## src/rtl/muxpga_fabric.sv

```systemverilog
// muxpga_fabric
//   Mux-based programmable logic fabric. NCELLS K-input LUT cells. Each LUT input
//   has a source mux that picks from the primary inputs or from the cell outputs.
//   Each cell has an optional output flop.
//
//   Configuration is loaded serially into a shadow register while the fabric keeps
//   running on the active configuration. A commit then copies the shadow into the
//   active configuration in a single cycle.
//
// Ports
//   clk         clock
//   rst_n       asynchronous active-low reset
//   ena         clock enable for the cell flops (the config logic ignores it)
//   fab_in      primary inputs [NIN]
//   fab_out     outputs of cells 0..NOUT-1
//   cfg_en      shift cfg_data into the shadow this cycle
//   cfg_data    serial config bit (the first bit sent ends at the shadow MSB)
//   cfg_commit  copy shadow -> active
//   cfg_full    at least CFGW bits have been shifted since the last commit/reset
//   cfg_err     sticky; set when a commit arrives without a full shadow
//   running     an active configuration has been committed
//
// Cell i field = active[i*CW +: CW]:
//   [2**K-1:0]   truth table, index = {in[K-1],...,in[0]}
//   next K*SELW  input selects, sel0 lowest
//   MSB          reg_en (1: output comes from the cell flop)
module muxpga_fabric #(
  parameter int NIN    = 8,
  parameter int NCELLS = 8,
  parameter int K      = 3,
  parameter int NOUT   = 8
) (
  input  logic            clk,
  input  logic            rst_n,
  input  logic            ena,
  input  logic [NIN-1:0]  fab_in,
  output logic [NOUT-1:0] fab_out,
  input  logic            cfg_en,
  input  logic            cfg_data,
  input  logic            cfg_commit,
  output logic            cfg_full,
  output logic            cfg_err,
  output logic            running
);

  localparam int POOL = NIN + NCELLS;
  localparam int SELW = $clog2(POOL);
  localparam int TW   = 2 ** K;
  localparam int CW   = TW + K * SELW + 1;
  localparam int CFGW = NCELLS * CW;
  localparam int CNTW = $clog2(CFGW + 1);

  logic [CFGW-1:0]   shadow_r;
  logic [CFGW-1:0]   active_r;
  logic [CNTW-1:0]   count_r;
  logic [NCELLS-1:0] q_r;
  logic              cfg_err_r;
  logic              running_r;

  logic [NCELLS-1:0] lut_s;
  logic [NCELLS-1:0] out_s;
  logic              commit_ok_s;

  assign cfg_full    = (count_r == CNTW'(CFGW));
  assign commit_ok_s = cfg_commit & cfg_full;
  assign cfg_err     = cfg_err_r;
  assign running     = running_r;
  assign fab_out     = out_s[NOUT-1:0];

  // LUT evaluation, cells resolved in ascending order.
  // A cell reads the live output of lower-numbered cells only. A cell that reads
  // itself or a higher-numbered cell gets that cell's flop. This rules out
  // combinational loops by construction.
  always_comb begin
    logic [SELW-1:0] sel;
    logic [K-1:0]    idx;
    logic [TW-1:0]   tbl;
    logic            in_bit;
    lut_s = '0;
    out_s = '0;
    for (int i = 0; i < NCELLS; i++) begin
      idx = '0;
      tbl = active_r[i*CW +: TW];
      for (int k = 0; k < K; k++) begin
        sel    = active_r[i*CW + TW + k*SELW +: SELW];
        in_bit = 1'b0;
        // Out-of-pool select codes match nothing and read 0.
        for (int p = 0; p < NIN; p++) begin
          in_bit = (sel == SELW'(p)) ? fab_in[p] : in_bit;
        end
        for (int j = 0; j < NCELLS; j++) begin
          in_bit = (sel == SELW'(NIN + j)) ? ((j < i) ? out_s[j] : q_r[j]) : in_bit;
        end
        idx[k] = in_bit;
      end
      lut_s[i] = tbl[idx];
      out_s[i] = active_r[i*CW + CW - 1] ? q_r[i] : lut_s[i];
    end
  end

  // Config path: shadow shift register, bit counter, active copy, status flags.
  // On a successful commit, any shift requested in the same cycle is dropped.
  always_ff @(posedge clk or negedge rst_n) begin
    if (!rst_n) begin
      shadow_r  <= '0;
      active_r  <= '0;
      count_r   <= '0;
      cfg_err_r <= 1'b0;
      running_r <= 1'b0;
    end else begin
      if (commit_ok_s) begin
        active_r  <= shadow_r;
        count_r   <= '0;
        running_r <= 1'b1;
      end else if (cfg_en) begin
        shadow_r <= {shadow_r[CFGW-2:0], cfg_data};
        if (!cfg_full) begin
          count_r <= count_r + CNTW'(1);
        end else begin
          count_r <= count_r;
        end
      end else begin
        count_r <= count_r;
      end
      if (cfg_commit) begin
        cfg_err_r <= ~cfg_full;
      end else begin
        cfg_err_r <= cfg_err_r;
      end
    end
  end

  // Cell flops. A commit clears them so the new configuration starts from a known state.
  always_ff @(posedge clk or negedge rst_n) begin
    if (!rst_n) begin
      q_r <= '0;
    end else if (commit_ok_s) begin
      q_r <= '0;
    end else if (running_r && ena) begin
      q_r <= lut_s;
    end else begin
      q_r <= q_r;
    end
  end

endmodule

```

## config.mk

```make
export PLATFORM = sky130hd
export DESIGN_NAME = muxpga_fabric
export DESIGN_NICKNAME = d
export VERILOG_FILES = /design/src/rtl/muxpga_fabric.sv
export SDC_FILE = /design/constraint.sdc
export NUM_CORES = 1
export LEC_CHECK = 0
export BUFFER_PORTS_ARGS = -buffer_cell sky130_fd_sc_hd__buf_2
export CORE_ASPECT_RATIO = 2
export CORE_UTILIZATION = 64
export DETAILED_ROUTE_END_ITERATION = 8
export PLACE_DENSITY = 0.85
export SETUP_SLACK_MARGIN = 0.15
export SLEW_MARGIN = 20
export SYNTH_ARGS = -nofsm -noshare
export SYNTH_HDL_FRONTEND = slang
export SYNTH_SLANG_ARGS = --single-unit
```

## constraint.sdc

```tcl
create_clock -name clk -period 11.8 [get_ports clk]
set_input_delay 1.18 -clock clk [delete_from_list [all_inputs] [get_ports clk]]
set_output_delay 1.18 -clock clk [all_outputs]
set_load 0.05 [all_outputs]
```

==> results of run 1 <==
[how the worst max path moves through the flow]
| stage | endpoint | slack [ns] | cells after the start |
|---|---|---|---|
| 4_1_cts | fab_out[7] | 0.26 | 36 |
| 5_1_grt | fab_out[7] | 0.09 | 37 |
| 2_1_floorplan | fab_out[7] | 0.51 | 35 |
| 6_report | fab_out[7] | 0.55 | 39 |
| 3_5_place_dp | fab_out[7] | 0.29 | 38 |
| 3_3_place_gp | fab_out[7] | 0.76 | 38 |
[sequential cells by signal (all words and copies together), names as in the netlist]
name      cells
active_r    168
cfg_err       1
count_r       8
q_r           8
running       1
shadow_r    168
[layout make-up]
cell class,count,area share
clock inverter,18,0.0118
clock buffer,40,0.0412
inverter,55,0.0101
multi-input combinational,1388,0.460
sequential,354,0.435
timing repair buffer,55,0.0198
tap,360,0.0221
[power by group]
part           internal (mW)  switching (mW)
logic                 0.0869          0.0936
clock network          0.617           0.472
registers               1.26          0.0484
total                   1.97           0.615
[layer usage]
layer	share of wire	wire, µm	vias to the layer above
li1	-	-	6676
met1	0.34	16700	7416
met5	0	0	-
met4	0.085	4180	0
met2	0.51	25200	674
met3	0.068	3370	277
[worst max-delay path, delay by kind of cell]
family                 cells  cell delay (ns)
AOI/OAI and AO/OA         20             4.66
buffers and inverters      7             1.31
muxes                      6             1.78
and+or+nand+nor            6             1.10
[per-stage QoR]
step / utilization / instance area [µm²] / hold WS [ns]
2_1_floorplan: - / 18900 / 0.435
3_3_place_gp: 0.660 / 19100 / 0.454
3_5_place_dp: 0.660 / 19100 / 0.468
4_1_cts: 0.698 / 20200 / 0.483
5_1_grt: 0.704 / 20400 / 0.509
6_report: 0.704 / 20400 / 0.475
[kinds of logic (layout without fill, tap and decap cells)]
group / count (synthesis) / after routing / share of synthesized area
mux: 269 / 269 / 0.188
simple gates: 770 / 770 / 0.173
xor+xnor: 6 / 6 / 0.00278
buf+inv: 205 / 168 / 0.0417
flops: 354 / 354 / 0.468
fa+ha+maj: 2 / 2 / 0.00132
compound gates: 341 / 341 / 0.125
[timing repair]
| action | CTS | global route |
|---|---|---|
| gates resized for setup | 0 | 28 |
| endpoints found under the setup margin | 0 | 1 |
| setup buffers | 0 | 6 |
[cell usage after synthesis, drive strengths merged, types with 8 or more instances]
cell type    n
a211oi      15
a21o         9
a21oi       57
a221oi      11
a22o        10
a22oi       10
a31oi       14
and2         9
buf         29
clkbuf     121
dfrtp      354
inv         55
mux2       179
mux2i       40
mux4        50
nand2      535
nand2b      12
nand3       25
nor2        96
nor2b        8
nor3        23
o211ai      13
o21a        11
o21ai       97
o22ai        8
o31ai       14
or3          9
==> metrics.md, run 1 <==
| Metric | Value |
|---|---|
| Status | finished clean |
| Pwr per Cell Area | 127 mW/mm² |
| H-tree depth | 1 |
| Sequential area share after synthesis | 0.468 |
| Worst min path class | reg2reg |
| Crit path launch type | input pin |
| Nature of the critical path endpoint | output port |
| Skew final | about 0.024 ns |
| Die area | 0.0303 mm² |
| Setup TNS after final layout | 0 ns |
| Crit-path max FO | 14 |
| Worst-Skew Late Latency | 0.61 ns |
| Area Overhead vs Synth | 7.73% |
| Post-DP HPWL | approximately 33,000 µm |
| Multi-input gate area | ~0.0094 mm² |
| Yosys reg bits | 354 |
| Antenna cells | 0 |
| CTS tree | built |
| I/O pins | 25 |
| Worst Path Required | 10.62 ns |
| Hold path depth | 2 |
| Avg Inst Size Synth | 9.72 µm² |
| Initial core utilization | 0.654 |
| Vias in the first global route | 15,800 |
| Mapped Cells | between 1,500 and 2,000 |
| RePlAce Congestion | about 0.95 |
| Die X | 124 µm |
| Rows | 88 |
| ANT nets after route | 0 |
| Most common cell after layout, fill and taps aside | nand2_1 |
| Slew @ Worst Pin | 1.03 ns |
| Met2 Use GR | 0.579 |
| Post-DR wirelength/cell | 21.8 µm |
| # setup viols final | 0 |
| Maximum VDD drop | between 100 and 150 µV |
| Setup ws final | 0.550 ns |
| # clock sinks | 354 |
| Number of synthesized flops with an enable pin | 0 |
| Max-cap violations | 0 |
| Initial antenna violation count | 0 |
| First-pass GRT wire length | 80,100 µm |
| Fin cells | 2,270 |
| Initial drt markers | 1,302 |
| Yosys cell types | 87 |
| GRT Total Usage | 0.344 |
| Fin. Hold Viols | 0 |
| Worst reg2reg setup slack | 2.55 ns |
| Ys flop type | dfrtp_1 |
| Largest net degree at the start of global routing | 98 |
| Max clock buf depth | 3 |
| Die Ht | 245 µm |
| FILL cells | 2,094 |
| Syn Nets | roughly 2,000 |
| Slowest-stage cell, CP | mux4_2 |
| Power Total | around 2.6 mW |
| Post-synth top area share | 0.468 |
| Pleak | 9.60 nW |
| Via count | 15,000 |
| GRT Max-Usage Layer | met2 |
| Hold Startpoint | shadow_r[87] |
| DR vias/cell | 6.63 |
| Reg-to-Reg Start | active_r[10] |
| Grt ovf | 0 |
| FF/Latch Area | 0.00886 mm² |
| Post-synth ARST share | 1.00 |
| Slowest stage delay, CP | 0.52 ns |
| Slew HR | 0.316 |
| Worst Hold Path EP | active_r[87] |
| Hold Buf Count CTS | 0 |
| RSZ-0062 raised after global routing | no |
| Met3 Use GR | 0.0592 |
| Nets | between 1,500 and 2,000 |
| # port buffers | 24 |
| Synthesis Warnings | 0 |
| CORE AREA | 0.0290 mm² |
| Max-slew violation count | 0 |
| Most frequent cells in the layout | nand2_1 (534), dfrtp_1 (353), mux2_2 (179), nor2_1 (95), o21ai_0 (92) |
| Routed Wire Length | 49,400 µm |
| Pre-CTS setup slack | 0.291 ns |
| Crit share post-route | 0.953 |
| Type of the worst setup path | in2out |
| Number of remaining DRC errors | 0 |
| Worst reg2reg path depth | 36 |
| Yosys top cell by area | dfrtp_1 |
| Syn Std Cell Area | between 0.015 and 0.02 mm² |
| DRT Pass-1 Iters | 6 |
| CTS clk-pin slew, worst paths | 0.06 ns |
| CTS Buf Count | 31 |
| Layout cell share with drive strength beyond 1 | 0.200 |
| GR Layer Usage met1 | 0.382 |
| CTS root buffer | clkbuf_16 |
| Post-placement cell count | 2,206 |
| CP arrival | 10.07 ns |
| Fmax | 88.9 MHz |
| Capture point of the worst reg-to-reg path | q_r[7] |
| Crit path launch | fab_in[1] |
| Tmin final | ~11 ns |
| Synth area leaders | dfrtp_1 (47%), mux2_2 (11%), nand2_1 (11%) |
(Power assumes the default switching activity.)
==> run 2, diff against run 1 <==
--- a/config.mk
+++ b/config.mk
@@ -9,6 +9,7 @@
 export CORE_ASPECT_RATIO = 2
 export CORE_UTILIZATION = 64
 export DETAILED_ROUTE_END_ITERATION = 8
+export GPL_TIMING_DRIVEN = 0
 export PLACE_DENSITY = 0.85
 export SETUP_SLACK_MARGIN = 0.15
 export SLEW_MARGIN = 20
==> metrics.md, run 2 (same netlist as run 1, synthesis figures left out) <==
| Metric | Value |
|---|---|
| Status | finished clean |
| Skew final | 0.0160 ns |
| Slowest stage delay, CP | ~0.47 ns |
| Die Ht | 245 µm |
| Nature of the critical path endpoint | output port |
| Crit share post-route | 0.989 |
| CTS clk-pin slew, worst paths | about 0.070 ns |
| RePlAce Congestion | 0.953 |
| Pwr per Cell Area | 122 mW/mm² |
| Max-slew violation count | 0 |
| Routed Wire Length | 53,100 µm |
| H-tree depth | 1 |
| Area after DPL | between 0.015 and 0.02 mm² |
| DRT Pass-1 Iters | 6 |
| First-pass GRT wire length | roughly 82,000 µm |
| GRT Total Usage | 0.355 |
| I/O pins | 25 |
| CTS root buffer | clkbuf_16 |
| Most frequent cells in the layout | nand2_1 (534), dfrtp_1 (354), mux2_2 (177), clkbuf_1 (118), nor2_1 (93) |
| Post-DR wirelength/cell | 22.0 µm |
| # port buffers | 24 |
| Post-route cell area | 0.0213 mm² |
| Max clock buf depth | 3 |
| Reg-to-Reg Start | q_r[5] |
| CTS tree | built |
| Most common cell after layout, fill and taps aside | nand2_1 |
| Crit path launch | fab_in[7] |
| # setup viols final | 0 |
| Slew HR | 0.231 |
| # clock sinks | 354 |
| CTS Buf Count | 30 |
| ANT nets after route | 0 |
| Largest net degree at the start of global routing | 106 |
| Die X | ~120 µm |
| Type of the worst setup path | in2out |
| Slew @ Worst Pin | about 1.2 ns |
| Rows | 88 |
| CORE AREA | 0.0290 mm² |
| Fmax | between 80 and 90 MHz |
| Worst-Skew Late Latency | 0.59 ns |
| Top flop regs | active_r (168), shadow_r (168) |
| Number of remaining DRC errors | 0 |
| Worst min path class | in2async |
| DR vias/cell | 6.59 |
| Die area | 0.0303 mm² |
| Crit path launch type | input pin |
| Layout cell share with drive strength beyond 1 | 0.200 |
| Grt ovf | 0 |
| Tmin final | ~12 ns |
| CP arrival | 10.49 ns |
| Setup TNS after final layout | 0 ns |
| Max-cap violations | 0 |
| Post-DP HPWL | 36,200 µm |
| Vias in the first global route | 16,300 |
| Initial core utilization | 0.654 |
| Area Overhead vs Synth | 12.5% |
| Crit-path max FO | 8 |
| Slowest-stage cell, CP | mux4_2 |
| Pleak | 9.86 nW |
| Fin. Hold Viols | 0 |
| Via count | 15,900 |
| Maximum VDD drop | 131 µV |
| Worst Path Required | 10.62 ns |
| Most used cell, CP | buf_4 |
| Nets | 2,044 |
| Initial drt markers | about 1,200 |
| Initial antenna violation count | 0 |
| Antenna cells | 0 |
## run 2: cell types whose count changed in the layout (fill, tap and decap cells not counted), sizes merged
cell,previous run,this run
inv,60,55
clkbuf,42,163
o2111ai,7,8
bufinv,5,4
clkinv,5,7
buf,53,77
## run 2: power breakdown
group	total [mW]	switching, mW	internal (mW)
Clock	1.09	0.466	0.624
Combinational	0.202	0.109	0.0935
Sequential	1.31	0.0468	1.26
Total	2.60	0.621	1.98
## run 2: routing by layer
| layer | track usage | part of all wire | wire [µm] |
|---|---|---|---|
| met2 | 0.611 | 0.51 | 27000 |
| met5 | 0 | 0 | 0 |
| met1 | 0.374 | 0.33 | 17500 |
| met4 | 0.283 | 0.092 | 4900 |
| met3 | 0.0576 | 0.069 | 3690 |
## run 2: worst paths after layout
check                           depth (start not counted)  slack, ns       endpoint
worst max-delay path                                   40       0.13     fab_out[7]
worst min-delay path                                    1       0.42  shadow_r[112]
worst max register to register                         41       2.07         q_r[7]
worst min register to register                          2       0.48  active_r[148]
max in group asynchronous                               4       9.97   shadow_r[22]
min in group clk                                        2       0.48  active_r[148]
## run 2: timing repair
item / 4_1_cts / 5_1_grt
hold buffers: 0 / 0
setup buffers: 5 / 14
hold endpoints to repair: 0 / 0
pin swaps: 4 / 13
endpoints found under the setup margin: 2 / 1
gates resized for setup: 26 / 49
gates cloned: 0 / 1
## run 2: area by class of cell
| type | count | area (µm²) |
|---|---|---|
| buffer | 150 | 599 |
| clock buffer | 42 | 907 |
| clock inverter | 14 | 185 |
| fill | 1967 | 7670 |
| inverter | 55 | 206 |
| multi-input combinational | 1389 | 9660 |
| sequential | 354 | 8860 |
| tap | 360 | 450 |
| timing repair buffer | 48 | 418 |
## run 2: worst max-delay path, delay by kind of cell
| family | cells | cell delay (ns) |
|---|---|---|
| simple gates | 4 | 0.82 |
| compound gates | 15 | 3.51 |
| buf+inv | 8 | 1.38 |
| mux | 13 | 3.58 |
## run 2: through the flow
step | setup WS [ns] | std cells | power, mW | hold slack (ns) | util
5_1_grt | -0.00154 | 2412 | 2.68 | 0.426 | 0.735
6_report | 0.129 | 2412 | 2.60 | 0.420 | 0.735
2_1_floorplan | 0.505 | 1947 | 1.44 | 0.435 | -
3_3_place_gp | -0.825 | 2331 | 1.50 | 0.454 | 0.673
3_5_place_dp | -0.898 | 2335 | 1.52 | 0.461 | 0.677
4_1_cts | 0.174 | 2396 | 2.60 | 0.421 | 0.722
